## config.mk

```make
export PLATFORM = sky130hd
export DESIGN_NAME = serial_adder_ctrl
export DESIGN_NICKNAME = d
export VERILOG_FILES = /design/src/rtl/serial_adder_pkg.sv /design/src/rtl/fulladder.sv /design/src/rtl/serial_adder_ctrl.sv
export SDC_FILE = /design/constraint.sdc
export NUM_CORES = 1
export LEC_CHECK = 0
export BUFFER_PORTS_ARGS = -buffer_cell sky130_fd_sc_hd__buf_4
export CAP_MARGIN = 10
export CORE_ASPECT_RATIO = 1.2
export CORE_MARGIN = 4
export CORE_UTILIZATION = 50
export CTS_BUF_LIST = sky130_fd_sc_hd__clkbuf_8
export DETAILED_ROUTE_END_ITERATION = 12
export PLACE_DENSITY = 0.76
export SYNTH_ARGS = -nofsm -noshare
export SYNTH_HDL_FRONTEND = slang
export SYNTH_SLANG_ARGS = --single-unit
export TNS_END_PERCENT = 50
```

## constraint.sdc

```tcl
create_clock -name clk -period 1.27 [get_ports clk]
set_input_delay 0.127 -clock clk [delete_from_list [all_inputs] [get_ports clk]]
set_output_delay 0.127 -clock clk [all_outputs]
set_load 0.03 [all_outputs]
```

## src/rtl/serial_adder_pkg.sv

```systemverilog
// rtl/serial_adder_pkg.sv - shared state encoding and default width for the serial adder
package serial_adder_pkg;

    typedef enum logic [1:0] {
        IDLE = 2'd0,
        RUN  = 2'd1,
        DONE = 2'd2
    } state_t;

    localparam int DEFAULT_WIDTH = 8;

endpackage

```

## src/rtl/fulladder.sv

```systemverilog
// rtl/fulladder.sv - single-bit full adder
module fulladder (
    input  logic A,
    input  logic B,
    input  logic Cin,
    output logic S,
    output logic Cout
);

    assign S    = A ^ B ^ Cin;
    assign Cout = (A & B) | (Cin & (A ^ B));

endmodule

```

## src/rtl/serial_adder_ctrl.sv

```systemverilog
// rtl/serial_adder_ctrl.sv - bit-serial adder, LSB first, one bit per clock
module serial_adder_ctrl
    import serial_adder_pkg::*;
#(
    parameter int WIDTH = DEFAULT_WIDTH
) (
    input  logic             clk,
    input  logic             rst,
    input  logic             start,
    input  logic [WIDTH-1:0] a,
    input  logic [WIDTH-1:0] b,
    input  logic             cin,
    output logic             busy,
    output logic             done,
    output logic [WIDTH-1:0] sum,
    output logic             cout
);

    localparam int CW = $clog2(WIDTH);

    state_t           state;
    state_t           state_next;
    logic [CW-1:0]    cnt;
    logic             last;
    logic [WIDTH-1:0] op_a;
    logic [WIDTH-1:0] op_b;
    logic             carry;
    // Holds the WIDTH-1 result bits produced before the final cycle; the
    // final bit joins them directly on the way into sum.
    logic [WIDTH-2:0] res;
    logic [WIDTH-1:0] res_full;
    logic             fa_s;
    logic             fa_cout;

    fulladder u_fa (
        .A    (op_a[0]),
        .B    (op_b[0]),
        .Cin  (carry),
        .S    (fa_s),
        .Cout (fa_cout)
    );

    assign last     = (cnt == CW'(WIDTH - 1));
    assign res_full = {fa_s, res};

    // State register
    always_ff @(posedge clk) begin
        if (rst) begin
            state <= IDLE;
        end else begin
            state <= state_next;
        end
    end

    // Next-state decision: start is only honoured outside RUN
    always_comb begin
        state_next = state;
        case (state)
            IDLE:    state_next = start ? RUN : IDLE;
            RUN:     state_next = last ? DONE : RUN;
            DONE:    state_next = start ? RUN : IDLE;
            default: state_next = IDLE;
        endcase
    end

    // Status outputs decoded from the current state
    always_comb begin
        busy = 1'b0;
        done = 1'b0;
        case (state)
            RUN:     busy = 1'b1;
            DONE:    done = 1'b1;
            default: ;
        endcase
    end

    // Datapath: operand load, serial shift/accumulate, result publish
    always_ff @(posedge clk) begin
        if (rst) begin
            op_a  <= '0;
            op_b  <= '0;
            carry <= 1'b0;
            res   <= '0;
            cnt   <= '0;
            sum   <= '0;
            cout  <= 1'b0;
        end else begin
            case (state)
                IDLE, DONE: begin
                    if (start) begin
                        op_a  <= a;
                        op_b  <= b;
                        carry <= cin;
                        cnt   <= '0;
                    end
                end
                RUN: begin
                    res   <= res_full[WIDTH-1:1];
                    carry <= fa_cout;
                    op_a  <= op_a >> 1;
                    op_b  <= op_b >> 1;
                    if (last) begin
                        sum  <= res_full;
                        cout <= fa_cout;
                    end else begin
                        cnt <= cnt + 1'b1;
                    end
                end
                default: ;
            endcase
        end
    end

endmodule
```

==> results.ini, run 1 <==
[status]
status=complete, but fails checks
violations=negative setup slack

[critical_path]
timing.rr.end=cnt[2]
r2r_setup_slack_ns=-0.06
cp_num_buf_inv=0
crit_family=simple AND/OR/NAND/NOR gates
worstSetupPathType=flop to flop
reg2reg_from=cnt[0]
critical_path_required_ns=1.43
endpoint=cnt[2]
ff2ff_path_depth=5
path_cells=ha_4 -> ha_4 -> or3b_4 -> nand3_2 -> a21oi_2
startpoint=cnt[0]
start_kind=flop
cp.depth=5
critPathMaxFanout=4
crit_path_end_kind=flop
crit_top_cell=ha_4
critPathMaxStageDelay_ns=0.41
cpMaxStageDelayCell=or3b_4
worst_ep_arrival_time_ns=1.49

[logic_synthesis]
synth_seq_cells=38
yosysWarnings=0
synthCells=188
synth_adder_area_share=0.02970
synth_simple_gate_area_frac=0.2632
synth_top_family_by_area=simple AND/OR/NAND/NOR gates
syn-num-nets=211
synth_compound_area_frac=0.1592
yosysSeqAreaShare=0.5017
syn_area_um2=1516
synth.distinct_cells=17
synth_mux_area_frac=0
synth-xor-area-share=0
avgSynthCellArea_um2=8.066

[sta]
timing.final.hold_violations=0
tightest_slew_ns=0.4026
slew_violations=0
timing.final.crit_share=1.048
maxClockFrequency_mhz=751.5
rsz0062_at_grt=true
layout_min_cycle_time_ns=1.331
fin_ws_ns=-0.06073
clock_skew_ns=0.002787
relSlewSlack=0.7316
finalSetupViolCount=4
whs_ns=0.08940

[detailed_routing]
routed-via-count=1406
drt_iter0_drc=53
ant_nets=0
wirelength_mm=3.358
drc=0
wire_per_inst_um=12.87
via_per_inst=5.387
dr.pass1.iters=4

[cells_and_area]
seqCellArea_um2=768.2
stdcell_area_um2=2018
diodes=0
final_nets=250
layout-drive-gt1-share=0.2952
multi_input_area_um2=752.0
synthToLayoutAreaGrowth_pct=33.09
fillers=237

[pwr]
powerDensity_nw_per_um2=1181
p_leak_uw=0.0008036
total_power_uw=2384
vdd_drop_max_mv=0.9372

[die]
start_util=0.5344
die_height_um=68.33
rows=21
placeableCoreArea_um2=2838
die_w_um=58.28
pin_count=31
fp.dieArea_um2=3982

[clock_network]
cts_tree=built
ctsHoldBuffers=0
cts_buffers=5
clock_latency_ns=0.29
path_clk_slew_ns=0.07
cts_max_path_buffers=2
htree_levels=2
root_buffer=clkbuf_8
cts_sinks=38

[global_routing]
antenna_found_initial=0
grt_max_degree=39
grt_pass1_vias=1311
overflow=0
grt_usage=0.1775
grt_pass1_wl_mm=5.423

[place]
dp_hpwl_mm=2.260
pre_cts_slack_ns=-0.05926
postPlaceCellArea_um2=1866
numPortBuffers=30
place_congestion=0.7217

[worst_hold_path]
hp-class=primary input to flop

[flow_run]
cap_viol_max_count=0

-- cells by family after synthesis --
kind of cell	count (synthesis)
simple gates	95
flops	38
buf+inv	15
compound gates	37
fa+ha+maj	3
-- metrics by stage --
stage | TNS (ns) | instances | utilization
final | -0.1828 | 261 | 0.7112
after global routing | -0.4677 | 261 | 0.7112
after CTS | -0.1517 | 258 | 0.6958
after detailed placement | -0.1355 | 250 | 0.6574
after global placement | -0.02387 | 250 | 0.6574
after floorplan | -0.002846 | 188 | -
-- state kept, by name (all words and copies together) (netlist names) --
name and cells:
op_a 8, op_b 8, sum 8, res 7, cnt 3, state 2, carry 1, cout 1
-- cell usage in the layout, fill, tap and decap left out --
cell / netlist / routed
nand2_1: 57 / 57
buf_4: 1 / 40
dfxtp_1: 38 / 34
a21oi_1: 22 / 19
nor2_1: 16 / 16
a311oi_1: 15 / 15
nand3_1: 14 / 11
clkbuf_8: 0 / 5
nand3_2: 0 / 3
a21oi_2: 0 / 3
dfxtp_2: 0 / 3
buf_6: 0 / 3
nor2b_1: 2 / 2
nand2b_1: 3 / 2
ha_4: 0 / 2
inv_1: 0 / 2
nand2b_4: 0 / 1
clkinv_2: 0 / 1
nand3b_1: 1 / 1
nor3b_2: 0 / 1
or3b_4: 0 / 1
fa_1: 1 / 1
buf_2: 8 / 1
buf_8: 0 / 1
buf_12: 0 / 1
dfxtp_4: 0 / 1
-- final cells by class --
type / count / area share
flip-flops and latches: 38 / 0.3807
clock inverters: 2 / 0.003720
multi-input cells: 135 / 0.3726
repair buffers: 46 / 0.1854
well taps: 34 / 0.02108
inverters: 1 / 0.002480
clock buffers: 5 / 0.03410
-- worst min path at each step --
stage / from / end / slack (ns) / cells after the start
finish: a[7] / op_a[7] / 0.09 / 3
global route: b[7] / op_b[7] / 0.10 / 3
CTS: a[7] / op_a[7] / 0.08 / 3
detailed placement: a[7] / op_a[7] / 0.39 / 3
global placement: b[7] / op_b[7] / 0.38 / 3
floorplan: a[7] / op_a[7] / 0.26 / 2
-- repair_timing --
action | 4_1_cts | 5_1_grt
resized for setup | 9 | 6
pin swaps | 0 | 1
setup buffers | 1 | 2
cloned | 0 | 1
setup endpoints to repair | 5 | 13
-- report_power, final --
part	switching, µW	internal (µW)	total [µW]	leakage (µW)
Combinational	174	160	335	0.000445
Clock	394	361	756	0.0000466
Sequential	39.9	1250	1290	0.000312
-- cells in the mapped netlist, drive strengths merged --
library cell   n  area, µm²
ha             2      25.02
clkbuf         5      18.77
or3b           1      8.760
nand2b         3      18.77
nand2         57      214.0
clkinv         1      3.750
a21oi         22      110.1
fa             1      20.02
nor2b          2      12.51
buf            9      47.55
nor3b          1      7.510
nand3b         1      7.510
a311oi        15      131.4
dfxtp         38      760.7
nor2          16      60.06
nand3         14      70.07
-- worst min-delay path, delay by kind of cell --
family | cells | cell delay (ns)
AOI/OAI and AO/OA | 1 | 0.05
and+or+nand+nor | 1 | 0.05
buffers and inverters | 1 | 0.11
-- layer usage --
metal,GRT usage,up-vias,wire (µm),share of wire
met5,0,-,0,0
met4,0.07536,0,42,0.013
li1,-,715,-,-
met1,0.1864,643,1392,0.41
met2,0.3198,44,1715,0.51
met3,0.06038,4,208,0.062
(Power assumes the default switching activity.)
==> run 2, diff against run 1 <==
- SYNTH_HIERARCHICAL: default -> 1
==> results.ini, run 2 <==
[status]
status=complete, but fails checks  ; unchanged
violations=negative setup slack  ; unchanged

[sta]
layout_min_cycle_time_ns=1.346  ; was 1.331 ns
maxClockFrequency_mhz=743.0  ; was 751.5 MHz
finalSetupViolCount=13  ; was 4
rsz0062_at_grt=true  ; unchanged
slew_violations=0  ; unchanged
tightest_slew_ns=0.4237  ; was 0.4026 ns
tns_ns=-0.4240  ; was -0.1828 ns
fin_ws_ns=-0.07592  ; was -0.06073 ns
clock_skew_ns=0.008869  ; was 0.002787 ns
relSlewSlack=0.7176  ; was 0.7316
timing.final.crit_share=1.060  ; was 1.048
timing.final.hold_violations=0  ; unchanged

[cells_and_area]
stdcell_area_um2=2093  ; was 2018 µm²
final_nets=254  ; was 250
diodes=0  ; unchanged
largestRegisters=op_a x8, op_b x8, sum x8  ; unchanged
final_common_cell=nand2_1  ; unchanged
layout_common_cells=nand2_1, buf_4, dfxtp_1  ; unchanged
synthToLayoutAreaGrowth_pct=38.04  ; was 33.09%
layout-drive-gt1-share=0.3621  ; was 0.2952
fillers=217  ; was 237

[clock_network]
cts_max_path_buffers=2  ; unchanged
cts_sinks=38  ; unchanged
htree_levels=2  ; unchanged
cts_tree=built  ; unchanged
path_clk_slew_ns=0.07  ; about the same
cts_buffers=5  ; unchanged
root_buffer=clkbuf_8  ; unchanged
ctsHoldBuffers=0  ; unchanged
clock_latency_ns=0.29  ; about the same

[global_routing]
grt_max_degree=39  ; unchanged
antenna_found_initial=0  ; unchanged
grt_pass1_wl_mm=6.099  ; was 5.423 mm
grt_pass1_vias=1432  ; was 1311
grt_usage=0.2006  ; was 0.1775
overflow=0  ; unchanged

[die]
rows=21  ; unchanged
fp.dieArea_um2=3982  ; unchanged
pin_count=31  ; unchanged
die_w_um=58.28  ; unchanged
start_util=0.5344  ; unchanged
die_height_um=68.33  ; unchanged
placeableCoreArea_um2=2838  ; unchanged

[pwr]
vdd_drop_max_mv=1.001  ; was 0.9372 mV
p_leak_uw=0.0008277  ; was 0.0008036 µW
total_power_uw=2500  ; was 2384 µW
powerDensity_nw_per_um2=1194  ; was 1181 nW/µm²

[logic_synthesis]
synthCells=188  ; unchanged
synthFlopType=dfxtp_1  ; unchanged
synthArstFlopShare=0  ; unchanged
yosysWarnings=6  ; was 0
synth.area.top_cells=dfxtp_1, nand2_1, a311oi_1  ; unchanged
yosysSeqAreaShare=0.5017  ; unchanged
synth_top_area_frac=0.5017  ; unchanged
synth_seq_cells=38  ; unchanged
syn-num-nets=211  ; unchanged
yosys-top-cells-count=nand2_1, dfxtp_1, a21oi_1, nor2_1, a311oi_1  ; unchanged
synth.distinct_cells=18  ; was 17
yosys.area.top_type=dfxtp_1  ; unchanged
syn_area_um2=1516  ; unchanged
avgSynthCellArea_um2=8.066  ; unchanged
synth_edf_count=0  ; unchanged
synthMostInstantiatedCell=nand2_1  ; unchanged

[place]
numPortBuffers=30  ; unchanged
postPlaceCellArea_um2=1861  ; was 1866 µm²
dp_hpwl_mm=2.405  ; was 2.260 mm
place_congestion=0.7368  ; was 0.7217

[detailed_routing]
wirelength_mm=3.651  ; was 3.358 mm
ant_nets=0  ; unchanged
via_per_inst=5.519  ; was 5.387
routed-via-count=1468  ; was 1406
drt_iter0_drc=89  ; was 53
drc=0  ; unchanged
dr.pass1.iters=4  ; unchanged
wire_per_inst_um=13.73  ; was 12.87 µm

[critical_path]
critical_path_required_ns=1.44  ; was 1.43 ns
worst_ep_arrival_time_ns=1.51  ; was 1.49 ns
start_kind=flop  ; unchanged
crit_path_end_kind=flop  ; unchanged
worstSetupPathType=flop to flop  ; unchanged
critPathMaxFanout=4  ; unchanged

[worst_hold_path]
hp-class=primary input to flop  ; unchanged

[flow_run]
cap_viol_max_count=0  ; unchanged

-- run 2: worst paths after layout --
kind,from,to,slack (ns),cells after the start
hold / removal,a[7],op_a[7],0.08,3
setup reg to reg,cnt[0],cnt[2],-0.08,5
hold reg to reg,res[0],res[0],0.46,2
setup / recovery,cnt[0],cnt[2],-0.08,5
-- run 2: through the flow --
step	hold WS (ns)	utilization	std cells	setup WS (ns)
6_report	0.07890	0.7377	266	-0.07592
5_1_grt	0.09653	0.7377	266	-0.1018
4_1_cts	0.07765	0.7178	262	-0.05549
3_5_place_dp	0.3846	0.6556	251	-0.08981
3_3_place_gp	0.3862	0.6556	251	-0.02552
2_1_floorplan	0.2630	-	188	-0.02274
-- run 2: final cells by class --
cell class,instances,area [µm²],share of cell area
Multi-Input combinational cell,135,783.3,0.3742
Sequential cell,38,770.7,0.3682
Timing Repair Buffer,50,397.9,0.1901
Clock buffer,6,82.58,0.03945
Tap cell,34,42.54,0.02032
Clock inverter,2,12.51,0.005977
Inverter,1,3.754,0.001793
-- run 2: logic make-up after synthesis --
family                   synth area share
AND/OR/NAND/NOR                    0.2632
AO/OA/AOI/OAI                      0.1592
flip-flops                         0.5017
adder cells (fa/ha/maj)           0.02970
buffers and inverters             0.04621
-- run 2: power by group --
part | internal [µW] | switching (µW)
clock | 436 | 434
sequential | 1250 | 41.1
combinational | 161 | 176
total | 1850 | 651
-- run 2: worst max-delay path: stages, from the launching register on --
cell     delay, ns
dfxtp_2       0.34
ha_4          0.16
ha_4          0.16
or3b_4        0.41
nand3_2       0.10
a21oi_2       0.05
-- run 2: what timing repair did --
action	CTS	global route
pin swaps	11	3
setup endpoints to repair	15	17
gates cloned	1	0
setup buffers	2	4
gates resized for setup	18	9
-- run 2: routing by layer --
layer / up-vias / part of all wire / GRT usage
met5: - / 0 / 0
met4: 0 / 0.020 / 0.08696
met3: 8 / 0.051 / 0.05660
met2: 40 / 0.54 / 0.3687
met1: 697 / 0.39 / 0.2113
li1: 723 / - / -
==> run 3, diff against run 2 <==
- CORE_UTILIZATION: 50 -> 25
- PLACE_DENSITY: 0.76 -> 0.43
==> results.ini, run 3 (synthesis results as in run 2) <==
[worst_hold_path]
hp-class=primary input to flop  ; unchanged
hold_depth=3  ; unchanged
holdCritStartpoint=b[7]  ; was a[7]

[critical_path]
critical_path_required_ns=1.43  ; was 1.44 ns
crit_top_cell=ha_4  ; unchanged
reg2reg_from=cnt[1]  ; was cnt[0]
worstSetupPathType=flop to flop  ; unchanged
critPathMaxFanout=4  ; unchanged
cpMaxStageDelayCell=or3b_4  ; unchanged
critPathMaxStageDelay_ns=0.41  ; about the same
ff2ff_path_depth=5  ; unchanged
worst_ep_arrival_time_ns=1.49  ; was 1.51 ns
path_cells=ha_4 -> ha_4 -> or3b_4 -> nand3_2 -> a21oi_2  ; unchanged
start_kind=flop  ; unchanged
startpoint=cnt[1]  ; was cnt[0]
crit_path_end_kind=flop  ; unchanged

[clock_network]
cts_tree=built  ; unchanged
cts_sinks=38  ; unchanged
cts_max_path_buffers=2  ; unchanged
clock_latency_ns=0.29  ; about the same
cts_buffers=5  ; unchanged
htree_levels=2  ; unchanged
ctsHoldBuffers=0  ; unchanged
root_buffer=clkbuf_8  ; unchanged
path_clk_slew_ns=0.07  ; about the same

[sta]
timing.final.hold_violations=0  ; unchanged
rsz0062_at_grt=true  ; unchanged
finalSetupViolCount=5  ; was 13
tightest_slew_ns=0.4289  ; was 0.4237 ns
fin_ws_ns=-0.06102  ; was -0.07592 ns
clock_skew_ns=0.001324  ; was 0.008869 ns
tns_ns=-0.1705  ; was -0.4240 ns
layout_min_cycle_time_ns=1.331  ; was 1.346 ns
maxClockFrequency_mhz=751.3  ; was 743.0 MHz
relSlewSlack=0.7141  ; was 0.7176
slew_violations=0  ; unchanged
timing.final.crit_share=1.048  ; was 1.060

[die]
start_util=0.2623  ; was 0.5344
fp.dieArea_um2=7381  ; was 3982 µm²
pin_count=31  ; unchanged
rows=30  ; was 21
die_height_um=93.32  ; was 68.33 µm
die_w_um=79.10  ; was 58.28 µm
placeableCoreArea_um2=5781  ; was 2838 µm²

[status]
status=complete, but fails checks  ; unchanged
violations=negative setup slack  ; unchanged

[pwr]
switchingPower_uw=642.9  ; was 651.4 µW
clockPowerShare=0.344  ; was 0.348
vdd_drop_max_mv=0.3865  ; was 1.001 mV
p_leak_uw=0.0008271  ; was 0.0008277 µW
comb_power_share=0.138  ; was 0.135
powerDensity_nw_per_um2=1176  ; was 1194 nW/µm²
netSwitchingFraction=0.2577  ; was 0.2606
seqPwrFrac=0.518  ; was 0.517
p_int_uw=1852  ; was 1849 µW

[cells_and_area]
layout-drive-gt1-share=0.3040  ; was 0.3621
largestRegisters=op_a x8, op_b x8, sum x8  ; unchanged
synthToLayoutAreaGrowth_pct=39.85  ; was 38.04%
final_common_cell=nand2_1  ; unchanged
layout_common_cells=nand2_1, buf_4, dfxtp_1  ; unchanged
final_cells=307  ; was 266
final_nets=249  ; was 254
diodes=0  ; unchanged

[detailed_routing]
drt_iter0_drc=59  ; was 89
dr.pass1.iters=4  ; unchanged
wire_per_inst_um=11.76  ; was 13.73 µm
routed-via-count=1344  ; was 1468
wirelength_mm=3.611  ; was 3.651 mm
drc=0  ; unchanged
via_per_inst=4.378  ; was 5.519
ant_nets=0  ; unchanged

[global_routing]
grt_pass1_wl_mm=6.161  ; was 6.099 mm
grt_use_met3=0.03565  ; was 0.05660
top_usage_layer=met2  ; unchanged
grt_usage=0.1053  ; was 0.2006
gr-usage-met2=0.1615  ; was 0.3687
grt_max_degree=40  ; was 39
antenna_found_initial=0  ; unchanged
grt_use_met1=0.1363  ; was 0.2113
overflow=0  ; unchanged
grt_pass1_vias=1272  ; was 1432

[place]
dp_hpwl_mm=2.363  ; was 2.405 mm
place_inst=297  ; was 251
place_congestion=0.6894  ; was 0.7368
numPortBuffers=30  ; unchanged

[flow_run]
cap_viol_max_count=0  ; unchanged

run 3: final cells by class:
type                    instances  area, µm²
clock buffers                   6      82.58
clock inverters                 2      8.758
fillers                       645       3660
inverters                       1      6.256
multi-input cells             135      759.5
flip-flops and latches         38      768.2
well taps                      80      100.1
repair buffers                 45      395.4
run 3: worst paths after layout:
| path | end | slack (ns) |
|---|---|---|
| setup / recovery | cnt[0] | -0.06 |
| hold / removal | op_b[7] | 0.09 |
| setup reg to reg | cnt[0] | -0.06 |
| hold reg to reg | sum[1] | 0.45 |
run 3: stage by stage:
| stage | setup WS, ns | util | power [µW] | hold slack [ns] | cell area (µm²) |
|---|---|---|---|---|---|
| floorplan | -0.02274 | - | 1509 | 0.2630 | 1568 |
| global placement | -0.04851 | 0.3383 | 1640 | 0.3970 | 1956 |
| detailed placement | -0.05966 | 0.3383 | 1641 | 0.3969 | 1956 |
| CTS | -0.05028 | 0.3584 | 2519 | 0.08649 | 2072 |
| global route | -0.09032 | 0.3669 | 2636 | 0.09435 | 2121 |
| finish | -0.06102 | 0.3669 | 2495 | 0.08953 | 2121 |
run 3: critical path: cells and delay by family (launching register included):
family,cells,cell delay [ns]
AO/OA/AOI/OAI,1,0.04
adder cells (fa/ha/maj),2,0.32
flip-flops,1,0.34
AND/OR/NAND/NOR,2,0.50
run 3: layer usage:
metal | up-vias | share of wire
met2 | 22 | 0.46
met1 | 603 | 0.48
met4 | 0 | 0.016
met3 | 5 | 0.044
met5 | - | 0
li1 | 714 | -
run 3: power by group through the flow:
stage	Sequential, µW	Clock [µW]	Combinational [µW]
5_1_grt	1300	945	389
3_3_place_gp	1320	0	320
4_1_cts	1290	894	332
6_report	1290	858	344
2_1_floorplan	1310	0	198
3_5_place_dp	1320	0	321
run 3: timing repair:
action	4_1_cts	5_1_grt
endpoints found under the setup margin	15	15
buffers inserted	0	2
gates resized for setup	8	8
cloned	0	0
pin swaps	7	2
